===== src/rtl/gate_tt_sequencer.sv =====
// Truth-table self-test sequencer for a 2-input single-bit gate.
// It drives the four {a,b} vectors in turn and holds each one for HOLD_CYCLES.
// It then samples the gate output and compares it with a truth table latched at start.
// The results are the mismatch count, the first failing vector and a pass flag.
//
// state  | meaning
// IDLE   | waiting for start, gate inputs parked at 0
// APPLY  | driving vector idx, hold counter running
// CHECK  | one cycle: sample gate_y against truth_q[idx]
// FINISH | one cycle: done pulse, pass valid, inputs back to 0
module gate_tt_sequencer #(
   parameter int HOLD_CYCLES = 4,
   parameter int CNT_W       = 8
) (
   input  logic       clk,
   input  logic       rst,
   input  logic       start,
   input  logic [3:0] truth,
   output logic       gate_a,
   output logic       gate_b,
   input  logic       gate_y,
   output logic       busy,
   output logic       done,
   output logic       pass,
   output logic [2:0] err_cnt,
   output logic       fail_valid,
   output logic [1:0] first_fail
);

   typedef enum logic [1:0] {S_IDLE, S_APPLY, S_CHECK, S_FINISH} state_t;

   localparam logic [CNT_W-1:0] HOLD_LAST = CNT_W'(HOLD_CYCLES - 1);

   state_t           state, state_nxt;
   logic [1:0]       idx, idx_nxt;
   logic [CNT_W-1:0] cnt, cnt_nxt;
   logic [3:0]       truth_q, truth_q_nxt;
   logic             gate_a_nxt, gate_b_nxt, busy_nxt, done_nxt, pass_nxt;
   logic [2:0]       err_cnt_nxt;
   logic             fail_valid_nxt;
   logic [1:0]       first_fail_nxt;
   logic             mism;
   logic [2:0]       err_sum;

   // State and output registers; every output comes straight from a flop
   always_ff @(posedge clk) begin
      if (rst) begin
         state      <= S_IDLE;
         idx        <= '0;
         cnt        <= '0;
         truth_q    <= '0;
         gate_a     <= 1'b0;
         gate_b     <= 1'b0;
         busy       <= 1'b0;
         done       <= 1'b0;
         pass       <= 1'b0;
         err_cnt    <= '0;
         fail_valid <= 1'b0;
         first_fail <= '0;
      end else begin
         state      <= state_nxt;
         idx        <= idx_nxt;
         cnt        <= cnt_nxt;
         truth_q    <= truth_q_nxt;
         gate_a     <= gate_a_nxt;
         gate_b     <= gate_b_nxt;
         busy       <= busy_nxt;
         done       <= done_nxt;
         pass       <= pass_nxt;
         err_cnt    <= err_cnt_nxt;
         fail_valid <= fail_valid_nxt;
         first_fail <= first_fail_nxt;
      end
   end

   // Next-state and next-output decode; X/Z on gate_y counts as a mismatch
   always_comb begin
      state_nxt      = state;
      idx_nxt        = idx;
      cnt_nxt        = cnt;
      truth_q_nxt    = truth_q;
      gate_a_nxt     = gate_a;
      gate_b_nxt     = gate_b;
      busy_nxt       = busy;
      done_nxt       = 1'b0;
      pass_nxt       = pass;
      err_cnt_nxt    = err_cnt;
      fail_valid_nxt = fail_valid;
      first_fail_nxt = first_fail;
      mism           = (gate_y !== truth_q[idx]);
      err_sum        = err_cnt + {2'b00, mism};

      case (state)
         S_IDLE: begin
            gate_a_nxt = 1'b0;
            gate_b_nxt = 1'b0;
            busy_nxt   = 1'b0;
            if (start) begin
               truth_q_nxt    = truth;
               idx_nxt        = '0;
               cnt_nxt        = '0;
               err_cnt_nxt    = '0;
               fail_valid_nxt = 1'b0;
               first_fail_nxt = '0;
               pass_nxt       = 1'b0;
               busy_nxt       = 1'b1;
               state_nxt      = S_APPLY;
            end
         end
         S_APPLY: begin
            if (cnt == HOLD_LAST) begin
               cnt_nxt   = '0;
               state_nxt = S_CHECK;
            end else begin
               cnt_nxt = cnt + 1'b1;
            end
         end
         S_CHECK: begin
            err_cnt_nxt = err_sum;
            if (mism && !fail_valid) begin
               fail_valid_nxt = 1'b1;
               first_fail_nxt = idx;
            end
            if (idx == 2'd3) begin
               gate_a_nxt = 1'b0;
               gate_b_nxt = 1'b0;
               busy_nxt   = 1'b0;
               done_nxt   = 1'b1;
               pass_nxt   = (err_sum == 3'd0);
               state_nxt  = S_FINISH;
            end else begin
               idx_nxt                  = idx + 2'd1;
               {gate_a_nxt, gate_b_nxt} = idx + 2'd1;
               state_nxt                = S_APPLY;
            end
         end
         S_FINISH: begin
            state_nxt = S_IDLE;
         end
         default: begin
            state_nxt = S_IDLE;
         end
      endcase
   end

endmodule


===== config.mk =====
export PLATFORM = sky130hd
export DESIGN_NAME = gate_tt_sequencer
export DESIGN_NICKNAME = d
export VERILOG_FILES = /design/src/rtl/gate_tt_sequencer.sv
export SDC_FILE = /design/constraint.sdc
export NUM_CORES = 1
export LEC_CHECK = 0
export ABC_AREA = 1
export CORE_ASPECT_RATIO = 0.5
export CORE_MARGIN = 3
export CORE_UTILIZATION = 47
export DETAILED_ROUTE_END_ITERATION = 8
export PLACE_DENSITY = 0.79
export SKIP_CTS_REPAIR_TIMING = 1
export SLEW_MARGIN = 20
export SYNTH_ARGS = -nofsm -noshare
export SYNTH_HDL_FRONTEND = slang
export SYNTH_SLANG_ARGS = --single-unit

===== constraint.sdc =====
create_clock -name clk -period 1.63 [get_ports clk]
set_input_delay 0.326 -clock clk [delete_from_list [all_inputs] [get_ports clk]]
set_output_delay 0.326 -clock clk [all_outputs]
set_load 0.1 [all_outputs]

After elaboration in Yosys (flattened, before gate mapping)
Cells that the tools add are included.
- bits of input ports: 8
- output and inout port bits: 11
- memories: 0
- bits in latches: 0
- word-level logic and storage cells: 72
- memory bits (writable): 0
- register bits: 27
- memory bits (read-only): 0
- bitwise operators: 1
- multiplexer cells: 29
- add/sub/neg operators: 3
- reductions and logical operators: 15
- shift operators: 0
- $lt $le $gt $ge: 1
- div/mod/pow operators: 0
- eq/ne operators: 11
- multiply operators: 0
- operators with widths (cell ; number):
    2-to-1 mux 8 bit ; 2
    one-hot mux 8 bit (2 select lines) ; 1
    2-to-1 mux 2 bit ; 6
    != test 2 bit (second input constant) ; 5
    one-hot mux 1 bit (2 select lines) ; 5
    AND reduction 2 bit ; 5
    2-to-1 mux 1 bit ; 9
    AND reduction 3 bit ; 3
    adder 8 x 1 -> 8 bit (second input constant) ; 1
    == test 8 x 2 -> 1 bit (second input constant) ; 1
    one-hot mux 2 bit (2 select lines) ; 2
    one-hot mux 2 bit (4 select lines) ; 1
    == test 2 bit (second input constant) ; 3
    one-hot mux 3 bit (2 select lines) ; 1
    nonzero test 2 bit ; 2
    adder 3 x 1 -> 3 bit ; 1
    zero test 3 bit ; 1
    < comparator 2 x 3 -> 1 bit (second input constant) ; 1
    2-to-1 mux 3 bit ; 1
    adder 2 x 1 -> 2 bit (second input constant) ; 1
    binary-select mux 1 bit (select 2 bit) ; 1
    == test 2 x 1 -> 1 bit (second input constant) ; 1
    zero test 2 bit ; 1
    OR reduction 2 bit ; 1
    4 further kinds ; 4

Logic depth before layout (Yosys ltp)
- word-level depth: 7
- mapped depth: 13
- depth with buffers taken out: 13

Worst setup path after synthesis
OpenSTA, ideal clock, no wires.
- path kind: reg-to-reg
- start: register err_cnt[0]
- end: register pass
- stages on the path, launching flop included: 6
- slack: -0.305 ns
- data required time: 1.559 ns
- data arrival time: 1.864 ns
- clock period less this slack: 1.935 ns
- cells stage by stage: dfxtp_1 > ha_1 > ha_1 > nor4_1 > nand2_1 > a21oi_1
- cells in the longest elaborated chain, start to end: 4
- ends and longest elaborated chain (what ; RTL line ; text):
    start, declared ; 25 ; output logic [2:0] err_cnt,
    start signal, assigned ; 70 ; err_cnt <= err_cnt_nxt;
    adder 3 x 1 -> 3 bit ; 91 ; err_sum = err_cnt + {2'b00, mism};
    zero test 3 bit ; 129 ; pass_nxt = (err_sum == 3'd0);
    2-to-1 mux 1 bit ; 124 ; if (idx == 2'd3) begin
    one-hot mux 1 bit (2 select lines) ; 93 ; case (state)
    end signal, assigned ; 69 ; pass <= pass_nxt;
    end, declared ; 24 ; output logic pass,
No other way between the ends. The select of a mux whose other input is x is not followed.
A chain may end at the register's enable or synchronous reset.

Worst setup path after layout
- start: register idx[0]
- end: register pass
- cells in the longest elaborated chain, start to end: 7
- ends and longest elaborated chain (what ; RTL line ; text):
    start, declared ; 35 ; logic [1:0] idx, idx_nxt;
    start signal, assigned ; 62 ; idx <= idx_nxt;
    binary-select mux 1 bit (select 2 bit) ; 90 ; mism = (gate_y !== truth_q[idx]);
    2-to-1 mux 1 bit (not written as such) ; 90 ;
    !== test 1 bit ; 90 ;
    adder 3 x 1 -> 3 bit ; 91 ;
    zero test 3 bit ; 129 ;
    2-to-1 mux 1 bit ; 124 ;
    one-hot mux 1 bit (2 select lines) ; 93 ;
Parallel ways exist; a longest one is shown, timed or not. The select of a mux whose other input is x is not followed.

==> flow_metrics.tcl <==
set metrics [dict create \
    preCtsSetupSlack_ns -0.443 \
    grt_usage_pct 17.9 \
    hold_depth 2 \
    rsz0062_at_grt "true" \
    drv_cap 0 \
    io_pins 19 \
    synth_area_um2 1260 \
    powerDensity_nw_per_um2 892 \
    setup.worst_path.start_class "flip-flop" \
    grt_overflow_total 0 \
    finalHoldViolations 0 \
    relSlewSlack_pct 73.3 \
    synth_top_area_share_pct 42.8 \
    synth_area_leader_cell "dfxtp_1" \
    num_rows 12 \
    r2r_slack_ns -0.21 \
    grt.busiest_layer "met2" \
    cts_buffers 3 \
    violations "setup timing" \
    viasPerCell 5.27 \
    grt_max_degree 15 \
    dr_total_vias 1238 \
    die_h_um 42.7 \
    root_buffer "clkbuf_8" \
    slew_violations 0 \
    die_area_um2 3380 \
    clock.fmax_mhz 543 \
    status "finished, violations left" \
    groute.layer.met1.usage_pct 21.3 \
    synthCells 172 \
    ys_types 23 \
    antenna_left 0 \
    worstMarginPinSlew_ns 0.401 \
    clk_latency_ns 0.27 \
    route.detailed.drc 0 \
    reg2reg_depth 12 \
    met3_usage_pct 6.78 \
    crit_fanout 5 \
    synth-edff-count 0 \
    ys.warnings.count 0 \
    arrival_ns 2.05 \
    peakVddDrop_mv 0.785 \
    leakage_uw 0.000688 \
    fin_nets 213 \
    place_congestion 0.862 \
    setup_slack_ns -0.211 \
    avgSynthCellArea_um2 7.35 \
    syn2layout_area_growth_pct 38.9 \
    start_util_pct 53.3 \
    clk_pin_slew_ns 0.09 \
    yosysMostFrequentCell "nand2_1" \
    antenna_found_initial 0 \
    synth_seq_cells 27 \
    drive_above_1_share_pct 29.5 \
    wire_per_inst_um 12.4 \
    crit-reg2reg-launch "idx[0]" \
    worstHoldStart "cnt[7]" \
    firstDrtPassIters 4 \
    io_buffers 18 \
    holdPathEnd "cnt[7]" \
    synth_ff_type "dfxtp_1" \
    dp_hpwl_um 2040 \
    synth.top_cells.by_count "nand2_1, dfxtp_1, nor2_1" \
    syn_nets 184 \
    ys_seq_area_share_pct 42.8 \
    startpoint "idx[0]" \
    grt_pass1_wl_um 4830 \
    cts_sinks 27 \
    synthArstFlopShare_pct 0 \
    cts_buffer_depth 2 \
    period_needed_ns 1.84 \
    ctsHtreeMaxLevel 1 \
    hp-class "reg -> reg" \
    finalSetupTns_ns -0.314 \
    antennaDiodeCount 0 \
    cts_tree "done" \
    synth.top_cells.by_area "dfxtp_1, nand2_1, nor2_1" \
    finalSetupViolCount 2 \
    required_ns 1.84 \
    rr_endpoint "pass" \
    crit_path_end_kind "flip-flop" \
    die_x_um 79.3 \
    core_area_um2 2370 \
    grt_pass1_vias 1156 \
    dr.first_iter.drc_count 58 \
    path_class "reg -> reg" \
    clock_skew_ns 0.000817 \
    routed_wl_um 2920 \
    grt_use_met2_pct 30.6 \
    fin_crit_sh_pct 113 \
]
==> final cells by class <==
cell class	count	area [µm²]
sequential	27	548
multi-input combinational	122	683
clock buffer	4	45.0
tap	35	43.8
inverter	20	77.6
fill	170	617
timing repair buffer	27	358
==> sequential cells by signal, indices dropped and copies added (netlist names) <==
name,count
truth_q,4
cnt,8
busy,1
idx,2
first_fail,2
gate_a,1
done,1
gate_b,1
state,2
pass,1
fail_valid,1
err_cnt,3
==> layer usage <==
| metal | wire length (µm) | part of all wire [%] | vias up |
|---|---|---|---|
| met5 | 0 | 0 | - |
| met4 | 39 | 1.3 | 0 |
| met3 | 150 | 5.1 | 7 |
| met2 | 1450 | 50 | 28 |
| met1 | 1280 | 44 | 582 |
| li1 | - | - | 621 |
==> through the flow <==
| step | instance area [µm²] | total power [µW] | std cells | hold WS, ns | util, % |
|---|---|---|---|---|---|
| after floorplan | 1270 | 1020 | 172 | 0.395 | - |
| after global placement | 1650 | 1160 | 230 | 0.466 | 69.6 |
| after detailed placement | 1650 | 1170 | 230 | 0.477 | 69.6 |
| after CTS | 1700 | 1550 | 234 | 0.496 | 71.5 |
| after global routing | 1760 | 1650 | 235 | 0.526 | 74.0 |
| final | 1760 | 1570 | 235 | 0.494 | 74.0 |
==> logic make-up (layout without fill, tap and decap cells) <==
| kind of cell | Yosys count | after routing | share of synthesized area, % |
|---|---|---|---|
| compound gates | 39 | 39 | 16.8 |
| fa+ha+maj | 4 | 4 | 3.96 |
| buf+inv | 23 | 51 | 7.13 |
| flops | 27 | 27 | 42.8 |
| simple gates | 79 | 79 | 29.3 |
==> power breakdown <==
group	switching (µW)	leakage (µW)	internal, µW	total [µW]
Clock	211	0.0000228	176	387
Combinational	270	0.000443	170	440
Sequential	40.8	0.000222	698	739
==> worst max path at each step <==
| stage | end |
|---|---|
| after global routing | pass |
| final | pass |
| after floorplan | pass |
| after detailed placement | pass |
| after global placement | pass |
| after CTS | pass |
==> worst max-delay path, stage by stage (launching register included) <==
cell,delay (ns)
dfxtp_4,0.39
nand2_1,0.08
nand3_2,0.11
nand2_2,0.07
nand2_1,0.05
nand2_1,0.08
ha_2,0.20
ha_4,0.16
inv_2,0.04
nor2_2,0.04
nor4_2,0.26
nand2_1,0.12
a21oi_2,0.17
==> placed cells by master, fill, tap and decap left out, types with 4 or more instances in the layout <==
| master | instances |
|---|---|
| buf_12 | 11 |
| nor2_1 | 22 |
| nand3_1 | 7 |
| nand2_1 | 29 |
| buf_4 | 9 |
| clkdlybuf4s50_1 | 7 |
| nand3_2 | 5 |
| inv_2 | 8 |
| a21oi_1 | 16 |
| dfxtp_1 | 23 |
| o21ai_0 | 17 |
| nand2_2 | 4 |
| inv_1 | 11 |
Note: power is estimated with default switching activity, not from simulation.
